<file path="src/rtl/wb_arbiter_rr.sv">
// ============================================================================
//  Module   : wb_arbiter_rr
//  Purpose  : N-master to 1-slave Wishbone B3 arbiter with a registered
//             round-robin grant and a stalled-strobe watchdog.
//  Revision : 1.0 - initial release
// ============================================================================
`default_nettype none

module wb_arbiter_rr #(
   parameter int NUM_MASTERS = 2,
   parameter int aw          = 32,
   parameter int dw          = 32,
   parameter int TIMEOUT     = 255
) (
   input  logic                        wb_clk_i,
   input  logic                        wb_rst_i,
   input  logic [NUM_MASTERS*aw-1:0]   wbm_adr_i,
   input  logic [NUM_MASTERS*dw-1:0]   wbm_dat_i,
   input  logic [NUM_MASTERS*dw/8-1:0] wbm_sel_i,
   input  logic [NUM_MASTERS-1:0]      wbm_we_i,
   input  logic [NUM_MASTERS-1:0]      wbm_cyc_i,
   input  logic [NUM_MASTERS-1:0]      wbm_stb_i,
   input  logic [NUM_MASTERS*3-1:0]    wbm_cti_i,
   input  logic [NUM_MASTERS*2-1:0]    wbm_bte_i,
   output logic [NUM_MASTERS*dw-1:0]   wbm_dat_o,
   output logic [NUM_MASTERS-1:0]      wbm_ack_o,
   output logic [NUM_MASTERS-1:0]      wbm_err_o,
   output logic [NUM_MASTERS-1:0]      wbm_rty_o,
   output logic [aw-1:0]               wbs_adr_o,
   output logic [dw-1:0]               wbs_dat_o,
   output logic [dw/8-1:0]             wbs_sel_o,
   output logic                        wbs_we_o,
   output logic                        wbs_cyc_o,
   output logic                        wbs_stb_o,
   output logic [2:0]                  wbs_cti_o,
   output logic [1:0]                  wbs_bte_o,
   input  logic [dw-1:0]               wbs_dat_i,
   input  logic                        wbs_ack_i,
   input  logic                        wbs_err_i,
   input  logic                        wbs_rty_i,
   output logic [NUM_MASTERS-1:0]      grant_o
);

   localparam int c_IDX_W = (NUM_MASTERS > 1) ? $clog2(NUM_MASTERS) : 1;
   localparam logic [c_IDX_W-1:0] c_LAST_RST = c_IDX_W'(NUM_MASTERS - 1);

   typedef enum logic [0:0] {
      ST_IDLE  = 1'b0,
      ST_GRANT = 1'b1
   } state_t;

   state_t                   r_state;
   logic [NUM_MASTERS-1:0]   r_grant;
   logic [c_IDX_W-1:0]       r_gidx;
   logic [c_IDX_W-1:0]       r_last;

   logic                     w_found;
   logic [c_IDX_W-1:0]       w_pick;
   logic [c_IDX_W-1:0]       w_cand;
   logic                     w_gcyc;
   logic                     w_resp;
   logic                     w_wd_err;

   // Scan starts just after the last owner so every requester is served in turn.
   always_comb begin
      w_found = 1'b0;
      w_pick  = '0;
      w_cand  = '0;
      for (int i = 1; i <= NUM_MASTERS; i++) begin
         w_cand = c_IDX_W'((int'(r_last) + i) % NUM_MASTERS);
         if (!w_found && wbm_cyc_i[w_cand]) begin
            w_found = 1'b1;
            w_pick  = w_cand;
         end
      end
   end

   assign w_gcyc = |(wbm_cyc_i & r_grant);
   assign w_resp = wbs_ack_i | wbs_err_i | wbs_rty_i;

   always_ff @(posedge wb_clk_i or posedge wb_rst_i) begin
      if (wb_rst_i) begin
         r_state <= ST_IDLE;
         r_grant <= '0;
         r_gidx  <= '0;
         r_last  <= c_LAST_RST;
      end else begin
         case (r_state)
            ST_IDLE: begin
               if (|wbm_cyc_i) begin
                  r_grant <= NUM_MASTERS'(1) << w_pick;
                  r_gidx  <= w_pick;
                  r_state <= ST_GRANT;
               end
            end
            ST_GRANT: begin
               if (!w_gcyc) begin
                  r_last  <= r_gidx;
                  r_grant <= '0;
                  r_state <= ST_IDLE;
               end
            end
            default: r_state <= ST_IDLE;
         endcase
      end
   end

   // Grant is all-zero in IDLE, so the AND-OR mux also forces the slave side low there.
   always_comb begin
      wbs_adr_o = '0;
      wbs_dat_o = '0;
      wbs_sel_o = '0;
      wbs_we_o  = 1'b0;
      wbs_cyc_o = 1'b0;
      wbs_stb_o = 1'b0;
      wbs_cti_o = '0;
      wbs_bte_o = '0;
      for (int m = 0; m < NUM_MASTERS; m++) begin
         if (r_grant[m]) begin
            wbs_adr_o = wbs_adr_o | wbm_adr_i[m*aw +: aw];
            wbs_dat_o = wbs_dat_o | wbm_dat_i[m*dw +: dw];
            wbs_sel_o = wbs_sel_o | wbm_sel_i[m*(dw/8) +: (dw/8)];
            wbs_we_o  = wbs_we_o  | wbm_we_i[m];
            wbs_cyc_o = wbs_cyc_o | wbm_cyc_i[m];
            wbs_stb_o = wbs_stb_o | wbm_stb_i[m];
            wbs_cti_o = wbs_cti_o | wbm_cti_i[m*3 +: 3];
            wbs_bte_o = wbs_bte_o | wbm_bte_i[m*2 +: 2];
         end
      end
   end

   assign wbm_dat_o = {NUM_MASTERS{wbs_dat_i}};
   assign wbm_ack_o = r_grant & {NUM_MASTERS{wbs_ack_i}};
   assign wbm_rty_o = r_grant & {NUM_MASTERS{wbs_rty_i}};
   assign wbm_err_o = r_grant & {NUM_MASTERS{wbs_err_i | w_wd_err}};
   assign grant_o   = r_grant;

   generate
      if (TIMEOUT > 0) begin : g_wdog
         localparam int c_WD_W = $clog2(TIMEOUT + 1);
         logic [c_WD_W-1:0] r_wd_cnt;
         logic              w_stall;
         logic              w_hit;

         assign w_stall  = (r_state == ST_GRANT) && wbs_stb_o && !w_resp;
         assign w_hit    = w_stall && (r_wd_cnt == c_WD_W'(TIMEOUT - 1));
         assign w_wd_err = w_hit;

         // The slave is left running; the error only tells the master to give up.
         always_ff @(posedge wb_clk_i or posedge wb_rst_i) begin
            if (wb_rst_i) begin
               r_wd_cnt <= '0;
            end else if (!w_stall || w_hit) begin
               r_wd_cnt <= '0;
            end else begin
               r_wd_cnt <= r_wd_cnt + 1'b1;
            end
         end
      end else begin : g_no_wdog
         assign w_wd_err = 1'b0;
      end
   endgenerate

endmodule

`default_nettype wire

</file>
<file path="config.mk">
export PLATFORM = sky130hd
export DESIGN_NAME = wb_arbiter_rr
export DESIGN_NICKNAME = d
export VERILOG_FILES = /design/src/rtl/wb_arbiter_rr.sv
export SDC_FILE = /design/constraint.sdc
export NUM_CORES = 1
export LEC_CHECK = 0
export ABC_AREA = 1
export BUFFER_PORTS_ARGS = -buffer_cell sky130_fd_sc_hd__buf_2
export CORE_AREA = 2 2 129 131
export DETAILED_ROUTE_END_ITERATION = 12
export DIE_AREA = 0 0 131 133
export MAX_ROUTING_LAYER = met4
export PLACE_DENSITY_LB_ADDON = 0.2
export SLEW_MARGIN = 20
export SYNTH_ARGS = -nofsm -noshare
export SYNTH_HDL_FRONTEND = slang
export SYNTH_SLANG_ARGS = --single-unit
export TNS_END_PERCENT = 50
</file>
<file path="constraint.sdc">
create_clock -name wb_clk_i -period 1.41 [get_ports wb_clk_i]
set_clock_uncertainty 0.1 [all_clocks]
set_input_delay 0.0705 -clock wb_clk_i [delete_from_list [all_inputs] [get_ports wb_clk_i]]
set_output_delay 0.0705 -clock wb_clk_i [all_outputs]
set_load 0.02 [all_outputs]
</file>
======== Yosys cells after proc, flatten, opt, wreduce, memory -nomap -nowiden ========
Index checks and enable logic that the tools add are counted.
word-level totals
  word-level logic and storage cells ...... 74
  output and inout port bits .............. 148
  input bits .............................. 189
  flip-flop bits (word level) ............. 13
cells by class
  equality and inequality tests ........... 3
  mux-type cells .......................... 30
  add/subtract/negate cells ............... 3
  magnitude comparators ................... 2
  reduce and logical (&&, ||, !) cells .... 13
  bitwise logic cells ..................... 17
  shift operators ......................... 1
operators with widths
  operator               count
  $mux W32               4
  $or A32 B32 Y32        2
  $mux W1                15
  $add A8 B1 Y8 const B  1
  $and A2 B2 Y2          4
  $eq A8 B8 Y1 const B   1
  $mux W2                4
  $mux W4                2
  $mux W8                1
  $mux W3                2
  $or A1 B1 Y1           6
  $reduce_and A2 Y1      3
  $logic_and A1 B1 Y1    4
  $lt A1 B2 Y1 const B   2
  $ne A2 B2 Y1 const B   2
  $or A4 B4 Y4           1
  $pmux W2 S2            1
  $reduce_or A2 Y1       2
  $logic_not A1 Y1       3
  $or A3 B3 Y3           1
  $add A1 B1 Y1 const B  2
  $not A1 Y1             2
  $or A2 B2 Y2           1
  $pmux W1 S2            1
  2 further kinds        2

======== Longest topological paths before layout ========
Gate-level depths: netlist of the first run.
  depth in word-level cells ............... 10
  depth in mapped cells ................... 8
  depth with buffers taken out ............ 8

======== Worst setup path after synthesis of the first run ========
OpenSTA, ideal clock, no wires.
  kind .................................... register to output
  start point ............................. reg r_grant[1] (netlist: grant_o[1])
  end point ............................... out wbm_err_o[0]
  path buffers ............................ 1
  stages on the path, launching flop included .. 8
  required time ........................... 1240 ps
  slack ................................... -64 ps
  data arrival time ....................... 1304 ps
  cell sequence ........................... dfrtp_1 > buf_4 > nand2_1 > nand2_2 > nand3_1 > nor2_1 > nor2_1 > nor2_1
between the ends
  longest elaborated chain between the ends .. 6
RTL lines
  what                               line  text
  start: declaration                 53    logic [NUM_MASTERS-1:0] r_grant;
  start signal: assignment           91    r_grant <= NUM_MASTERS'(1) << w_pick;
  $mux W1                            119   if (r_grant[m]) begin
  net wbs_stb_o                      34    output logic wbs_stb_o,
  $logic_and A1 B1 Y1 (2 in series)  145   assign w_stall = (r_state == ST_GRANT) && wbs_stb_o && !w_resp;
  $logic_and A1 B1 Y1                146   assign w_hit = w_stall && (r_wd_cnt == c_WD_W'(TIMEOUT - 1));
  $or A1 B1 Y1                       135   assign wbm_err_o = r_grant & {NUM_MASTERS{wbs_err_i | w_wd_err}};
  $and A2 B2 Y2                      135
  end: declaration                   27    output logic [NUM_MASTERS-1:0] wbm_err_o,
The timed path passes the listed nets, and every way through them passes these cells.

======== Worst setup path in the final report of the first run ========
  start point ............................. reg r_grant[1] (netlist: grant_o[1])
  end point ............................... out wbs_adr_o[24]
between the ends
  longest elaborated chain between the ends .. 1
RTL lines
  what              line  text
  $mux W32          119
  end: declaration  29    output logic [aw-1:0] wbs_adr_o,
No other way between the ends.

==> results of run 1 <==
[worst reg2reg max path, cell delays in order, from the launching register on]
cell	delay [ns]
dfrtp_1	0.39
ha_1	0.19
inv_1	0.07
nor2_2	0.04
nand2_2	0.06
buf_4	0.10
nand4_2	0.19
nor2_1	0.16
[final cells by class]
class	count	area (um2)	share of cell area, %
inverters	15	56.3	1.68
flip-flops and latches	13	329	9.80
repair buffers	253	1610	48.1
multi-input cells	139	1000	29.9
clock buffers	4	78.8	2.35
well taps	220	275	8.20
[Yosys cell counts]
cell type	n	area (um2)
a22o_1	74	648
buf_4	67	503
nand2_1	26	97.6
nor2_1	15	56.3
buf_2	12	60.1
dfrtp_1	12	300
inv_1	12	45.0
nand3_1	7	35.0
inv_2	3	11.3
nand2_2	3	18.8
clkbuf_1	2	7.51
ha_1	2	25.0
o21ai_0	2	10.0
xor2_1	2	17.5
a21oi_1	1	5.00
buf_6	1	11.3
dfstp_2	1	26.3
nand4_1	1	6.26
nand4_2	1	12.5
nor2_4	1	11.3
o21ai_2	1	8.76
o21bai_1	1	7.51
or2_2	1	6.26
xnor2_1	1	8.76
[power by group]
group | internal, uW | leakage [uW] | total (uW) | switching, uW
registers | 461 | 0.000169 | 554 | 93.0
logic | 2370 | 0.00165 | 5330 | 2950
clock network | 381 | 0.0000382 | 536 | 154
[through the flow]
step | TNS [ns] | power [uW] | instance area [um2] | setup WS, ns
final | -6.02 | 6420 | 3360 | -0.152
after global routing | -9.90 | 6800 | 3360 | -0.235
after CTS | -4.00 | 5880 | 3120 | -0.144
after detailed placement | 0 | 5070 | 2930 | 0.0717
after global placement | 0 | 5060 | 2930 | 0.0397
after floorplan | -0.128 | 3710 | 1940 | -0.0641
[worst max-delay path by stage]
stage	endpoint	slack [ns]	cells after the start
after detailed placement	wbm_err_o[1]	0.07	9
after floorplan	wbm_err_o[0]	-0.06	7
after global routing	wbm_err_o[0]	-0.24	9
after global placement	wbm_err_o[1]	0.04	9
after CTS	wbm_err_o[1]	-0.14	9
final	wbs_adr_o[24]	-0.15	4
[logic make-up (layout without fill, tap and decap cells)]
kind of cell             Yosys count  count (layout)  synth area share, %
AO/OA/AOI/OAI                     79              79                 35.0
XOR/XNOR                           3               3                 1.36
adder cells (fa/ha/maj)            2               2                 1.29
buffers and inverters             97             272                 32.9
flip-flops                        13              13                 16.8
AND/OR/NAND/NOR                   55              55                 12.6
[layer usage]
layer  global-route usage, %  vias up  share of wire, %
met5                       -        -                 0
met4                    1.71        0               1.1
met3                    1.82       11               7.8
met2                    16.0      138                49
met1                    12.4     1163                42
li1                        -     1167                 -
[sequential cells by signal, indices dropped and copies added (netlist names)]
name / count
r_last: 1
grant_o: 2
g_wdog.r_wd_cnt: 8
r_state: 1
r_gidx: 1
[timing repair]
action | 4_1_cts | 5_1_grt
hold buffers | 1 | 0
endpoints found under the hold margin | 12 | 0
setup endpoints to repair | 76 | 87
pin swaps | 3 | 1
cloned | 0 | 1
gates resized for setup | 27 | 56
setup buffers | 2 | 3
==> impl_metrics.ini, run 1 <==
[timing]
fin_ws_ns = -0.152
hold_viol_final = 0
tightest_slew_ns = 0.525
whs_ns = 0.0410
max_freq_ghz = 0.640
setup_viol = 78
rsz0062_at_grt = yes
min_period_over_period_pct = 111
drv_slew = 0
slew_headroom_pct = 65.0
period_needed_ns = 1.56

[synth]
synth_cell_types = 24
synth.cell_area_mm2 = 0.00194
yosysWarnings = 0
seq_area_frac_synth_pct = 16.8
synth_nets = 440
avgSynthCellArea_um2 = 7.79
yosys_register_bits = 13
syn_inst = 249

[worst_hold_path]
min_path_type = input pin to primary output
min_delay_path_depth = 0
hold_end = wbm_dat_o[45]
hold_start = wbs_dat_i[13]

[floorplan]
die_x_um = 131
ios = 337
dieHeight_um = 133
dieArea_mm2 = 0.0174
initial_core_util_pct = 12.0
core-area_mm2 = 0.0162
rows = 47

[finish]
num_antenna_cells = 0
final_util_pct = 20.8
drive_gt1_share_pct = 64.2
syn_to_final_growth_pct = 73.1
fillers = 1811
layout_commonest_cell = buf_2
layout_common_cells = buf_2, a22o_1, buf_6, nand2_1, nor2_1
fin_cells = 644
num-nets-final = 616

[outcome]
failed_checks = setup timing
status = finished, violations left

[clock_tree]
cts_tree = done
numClockSinks = 13
cts_htree_levels = 1
numCtsBuffers = 3
cts_buffer_depth = 2
clk_transition_reported_paths_ns = 0.05
cts_root_buffer = clkbuf_16
insertion_delay_ns = 0.24

[drt]
num_vias = 2479
drt_iter0_markers = 85
totalWireLength_mm = 9.90
first_pass_iters = 4
post-route-drc-count = 0
ant_nets = 0
wire_per_inst_um = 15.4
viasPerCell = 3.85

[setup_path]
criticalPathCategory = flip-flop to primary output
cp.arrival_ns = 1.39
slowest_stage = dfrtp_2
crit_start = grant_o[1]
worst_r2r_endpoint = g_wdog.r_wd_cnt[6]
critPathMaxFanout = 15
worstPathRequired_ns = 1.24
crit_chain = buf_4 -> clkbuf_16 -> a22o_1 -> buf_2
reg2reg_from = g_wdog.r_wd_cnt[1]
reg2regPathDepth = 7
crit_family = buffers and inverters
r2r_slack_ns = 0.04
critPathCaptureType = primary output
slowest_delay_ns = 0.45
cp_num_buf_inv = 3
crit_path_start_kind = flip-flop

[global_route]
antenna_found_initial = 0
grt_overflow = 0
grt_pass1_vias = 2217
grt_usage_pct = 9.70
grt_max_degree = 47
grt_pass1_wl_mm = 12.7

[place]
placed_cells = 633
io_buffers = 240
place_hpwl_mm = 8.20
gp_congestion = 0.768

[flow_run]
drv_cap = 0

[power_and_ir_drop]
powerDensity_mw_per_mm2 = 1910
p_leak_uw = 0.00186
vdd_drop_max_v = 0.000661
Note: power is estimated with default switching activity, not from simulation.
==> run 2: changes to the inputs <==
--- a/config.mk
+++ b/config.mk
@@ -12,6 +12,7 @@
 export DIE_AREA = 0 0 131 133
 export MAX_ROUTING_LAYER = met4
 export PLACE_DENSITY_LB_ADDON = 0.2
+export SETUP_SLACK_MARGIN = 0.5
 export SLEW_MARGIN = 20
 export SYNTH_ARGS = -nofsm -noshare
 export SYNTH_HDL_FRONTEND = slang
==> run 2 against run 1 <==
The run ends with hold timing, setup timing left. First-iteration DRC count is 22% lower. Count of clock-buffer cells in the layout is the same. Sequential power grew 14%. Non-clock buffer count rose by 4. Critical path depth is 1 lower. Wire length up 8.5%. Register-to-register slack got worse by 0.04 ns. Combinational power grew 23%. Final cell count up 0.62%.
==> impl_metrics.ini, run 2 (same netlist as run 1, synthesis figures left out) <==
[floorplan]
ios = 337
dieHeight_um = 133
initial_core_util_pct = 12.0
dieArea_mm2 = 0.0174
rows = 47
die_x_um = 131
core-area_mm2 = 0.0162

[timing]
tightest_slew_ns = 0.533
setup_viol = 80
fin_ws_ns = -0.194
whs_ns = -0.240
rsz0062_at_grt = yes
max_freq_ghz = 0.623
min_period_over_period_pct = 114
drv_slew = 0
period_needed_ns = 1.60
slew_headroom_pct = 64.4
hold_viol_final = 12

[setup_path]
r2r_slack_ns = 0
critPathCaptureType = primary output
slowest_stage = dfrtp_4
critPathMaxFanout = 21
reg2reg_from = grant_o[1]
worstPathRequired_ns = 1.24
reg2regPathDepth = 7
slowest_delay_ns = 0.56
crit_family = flip-flops
cp_num_buf_inv = 2
cp.arrival_ns = 1.43
crit_path_start_kind = flip-flop
crit_chain = buf_16 -> a22o_1 -> buf_2
worst_r2r_endpoint = grant_o[0]
criticalPathCategory = flip-flop to primary output

[power_and_ir_drop]
p_leak_uw = 0.00209
p_total_uw = 7710
powerDensity_mw_per_mm2 = 1960
vdd_drop_max_v = 0.000627

[finish]
fin_area_mm2 = 0.00392
registers.top_by_ff_count = g_wdog.r_wd_cnt
num_antenna_cells = 0
fillers = 1744
layout_commonest_cell = buf_2
syn_to_final_growth_pct = 102
final_util_pct = 24.3
drive_gt1_share_pct = 76.6
largest_register_ff_count = 8
layout_common_cells = buf_2, buf_6, a22o_4, a22o_1, nand2_1
num-nets-final = 620

[clock_tree]
numClockSinks = 13
clk_transition_reported_paths_ns = 0.05
cts_htree_levels = 1
insertion_delay_ns = 0.24
cts_tree = done
postCtsSetupBuffers = 0
numCtsBuffers = 3
cts_root_buffer = clkbuf_16
cts_buffer_depth = 2

[outcome]
status = finished, violations left
failed_checks = hold timing, setup timing

[drt]
first_pass_iters = 5
post-route-drc-count = 0
viasPerCell = 3.83
drt_iter0_markers = 66
ant_nets = 0
num_vias = 2482
totalWireLength_mm = 10.7
wire_per_inst_um = 16.6

[global_route]
antenna_found_initial = 0
grt_pass1_vias = 2439
grt_overflow = 0
grt_usage_pct = 11.0
grt_pass1_wl_mm = 14.2
grt_max_degree = 43

[place]
gp_congestion = 0.856
place_hpwl_mm = 8.77
dp_slack_ns = -0.0245
dpl_cell_area_mm2 = 0.00336
io_buffers = 240

[flow_run]
drv_cap = 0

[worst_hold_path]
min_path_type = input pin to asynchronous set/reset pin
[run 2: final cells by class]
type / count / area [um2] / area share (%)
Tap cell: 220 / 275 / 7.02
Sequential cell: 13 / 334 / 8.52
Timing Repair Buffer: 257 / 1790 / 45.6
Clock buffer: 4 / 78.8 / 2.01
Inverter: 15 / 61.3 / 1.56
Multi-Input combinational cell: 139 / 1390 / 35.3
[run 2: worst register-to-register path: stages (launching register included)]
cell	delay, ns
dfrtp_4	0.53
clkbuf_16	0.24
inv_6	0.05
o21ai_4	0.15
inv_2	0.07
nand2_2	0.08
nand3_1	0.07
nand2_1	0.06
[run 2: routing by layer]
layer / share of wire, % / global-route usage (%)
met5: 0 / -
met3: 7.8 / 2.51
met1: 40 / 13.0
met4: 2.0 / 2.72
met2: 50 / 18.7
[run 2: timing repair]
item / in CTS / in global routing
cloned: 1 / 2
endpoints found under the hold margin: 12 / 12
setup endpoints to repair: 97 / 97
pin swaps: 7 / 3
resized for setup: 93 / 32
[run 2: worst max-delay path by stage]
stage                        from             to  slack (ns)  depth (start not counted)
2_1_floorplan          grant_o[0]   wbm_err_o[0]        0.12                          7
3_3_place_gp   g_wdog.r_wd_cnt[0]   wbm_err_o[0]       -0.04                          9
3_5_place_dp   g_wdog.r_wd_cnt[0]   wbm_err_o[0]       -0.02                          9
4_1_cts        g_wdog.r_wd_cnt[0]   wbm_err_o[1]       -0.21                          9
5_1_grt                grant_o[1]   wbm_err_o[0]       -0.24                          7
6_report               grant_o[1]  wbs_dat_o[23]       -0.19                          3
[run 2: where the power goes]
part | switching [uW] | internal, uW | leakage (uW)
sequential | 156 | 473 | 0.000169
combinational | 3310 | 3230 | 0.00188
clock | 158 | 382 | 0.0000382
[run 2: per-stage QoR]
step	setup TNS, ns	instances
2_1_floorplan	0	249
3_3_place_gp	-0.0631	641
3_5_place_dp	-0.0284	641
4_1_cts	-11.52	646
5_1_grt	-16.06	648
6_report	-12.51	648
==> run 3: changes to the inputs <==
--- a/config.mk
+++ b/config.mk
@@ -13,6 +13,7 @@
 export MAX_ROUTING_LAYER = met4
 export PLACE_DENSITY_LB_ADDON = 0.2
 export SETUP_SLACK_MARGIN = 0.5
+export SKIP_LAST_GASP = 1
 export SLEW_MARGIN = 20
 export SYNTH_ARGS = -nofsm -noshare
 export SYNTH_HDL_FRONTEND = slang
==> run 3 against run 2 <==
Critical path depth did not move. The run still ends with hold timing, setup timing left. Non-clock buffer count stayed put. Utilization down 2.1 points. Combinational power decreased by 14%. Global-route usage down 0.20 points. Count of clock-buffer cells in the layout did not move. Clock power is essentially flat. Register-to-register slack hardly changed. Via count shrank 1.2%. Sequential cell count unchanged. Hold slack worse by 0.0023 ns. Largest cell class unchanged. Setup slack lost 0.010 ns.
==> impl_metrics.ini, run 3 (same netlist as run 1, synthesis figures left out) <==
[clock_tree]
cts_tree = done
numCtsBuffers = 3
cts_root_buffer = clkbuf_16
cts_buffer_depth = 2
clk_transition_reported_paths_ns = 0.05
numClockSinks = 13
cts_htree_levels = 1
insertion_delay_ns = 0.24
postCtsSetupBuffers = 0

[place]
place_hpwl_mm = 8.77
gp_congestion = 0.856
io_buffers = 240
dpl_cell_area_mm2 = 0.00336
placed_cells = 641

[floorplan]
rows = 47
die_x_um = 131
ios = 337
initial_core_util_pct = 12.0
dieArea_mm2 = 0.0174
core-area_mm2 = 0.0162
dieHeight_um = 133

[finish]
fin_cells = 648
syn_to_final_growth_pct = 84.6
registers.top_by_ff_count = g_wdog.r_wd_cnt
num-nets-final = 620
final_util_pct = 22.1
drive_gt1_share_pct = 75.9
layout_commonest_cell = buf_2
num_antenna_cells = 0
fillers = 1777
regArea_um2 = 334
multi_input_area_mm2 = 0.00137
fin_area_mm2 = 0.00358
layout_common_cells = buf_2, a22o_4, a22o_1, nand2_1
largest_register_ff_count = 8

[timing]
min_period_over_period_pct = 115
max_freq_ghz = 0.619
setup_viol = 79
rsz0062_at_grt = yes
period_needed_ns = 1.61
tns_ns = -11.92
whs_ns = -0.242
tightest_slew_ns = 0.527
fin_ws_ns = -0.205
drv_slew = 0
hold_viol_final = 12
slew_headroom_pct = 64.8

[flow_run]
drv_cap = 0

[drt]
wire_per_inst_um = 15.9
first_pass_iters = 4
totalWireLength_mm = 10.3
ant_nets = 0
num_vias = 2453
drt_iter0_markers = 68
post-route-drc-count = 0
viasPerCell = 3.79

[power_and_ir_drop]
comb_power_share_pct = 83.0
pwr-share-clk_pct = 8.0
p_switching_uw = 3400
switching_share_pct = 50.4
p_seq_share_pct = 9.0
p_leak_uw = 0.00201
powerDensity_mw_per_mm2 = 1880
vdd_drop_max_v = 0.000643
power.internal_uw = 3350

[setup_path]
reg2reg_from = g_wdog.r_wd_cnt[1]
cp.arrival_ns = 1.44
criticalPathCategory = flip-flop to primary output
critPathCaptureType = primary output
r2r_slack_ns = 0.01
reg2regPathDepth = 7
crit_path_start_kind = flip-flop
worstPathRequired_ns = 1.24
critPathMaxFanout = 42
worst_r2r_endpoint = g_wdog.r_wd_cnt[3]

[global_route]
grt_max_degree = 43
antenna_found_initial = 0
grt_pass1_vias = 2414
grt_pass1_wl_mm = 14.0
grt_overflow = 0
grt_usage_pct = 10.8

[outcome]
failed_checks = hold timing, setup timing
status = finished, violations left

[worst_hold_path]
min_path_type = input pin to asynchronous set/reset pin
## run 3: cell type report
type,instances,area share [%]
tap,220,7.69
multi-input combinational,139,38.2
sequential,13,9.33
clock buffer,4,2.20
timing repair buffer,257,41.0
inverter,15,1.57
## run 3: what timing repair did
action | CTS | global route
gates resized for setup | 19 | 2
endpoints found under the hold margin | 12 | 12
endpoints found under the setup margin | 97 | 97
pin swaps | 4 | 2
cloned | 1 | 2
## run 3: layer usage
| metal | track usage (%) | part of all wire [%] | up-vias |
|---|---|---|---|
| met5 | - | 0 | - |
| met3 | 2.35 | 9.2 | 19 |
| met4 | 2.72 | 2.1 | 0 |
| met1 | 12.9 | 40 | 1126 |
| met2 | 18.3 | 49 | 133 |
| li1 | - | - | 1175 |
## run 3: worst max-delay path by stage
stage / from / end / slack (ns) / cells past startpoint
2_1_floorplan: grant_o[0] / wbm_err_o[0] / 0.12 / 7
3_3_place_gp: g_wdog.r_wd_cnt[0] / wbm_err_o[0] / -0.04 / 9
3_5_place_dp: g_wdog.r_wd_cnt[0] / wbm_err_o[0] / -0.02 / 9
4_1_cts: g_wdog.r_wd_cnt[0] / wbm_err_o[1] / -0.21 / 9
5_1_grt: g_wdog.r_wd_cnt[0] / wbm_err_o[0] / -0.24 / 9
6_report: grant_o[1] / wbs_adr_o[0] / -0.20 / 3
## run 3: power groups by stage
stage / Sequential [uW] / Combinational, uW / Clock, uW
global placement: 567 / 5330 / 0
global route: 627 / 5960 / 569
CTS: 601 / 5580 / 546
floorplan: 541 / 4010 / 0
finish: 610 / 5600 / 540
detailed placement: 574 / 5340 / 0
## run 3: metrics by stage
stage	hold slack (ns)	worst slack, ns	total power [uW]
after global routing	-0.176	-0.236	7150
after floorplan	-0.153	0.119	4550
after global placement	0.0412	-0.0419	5900
final	-0.242	-0.205	6750
after CTS	-0.209	-0.208	6720
after detailed placement	0.0412	-0.0245	5910
## run 3: critical path: stages, from the launching register on
cell and delay [ns]:
dfrtp_4 0.54, buf_12 0.20, a22o_4 0.27, buf_2 0.16
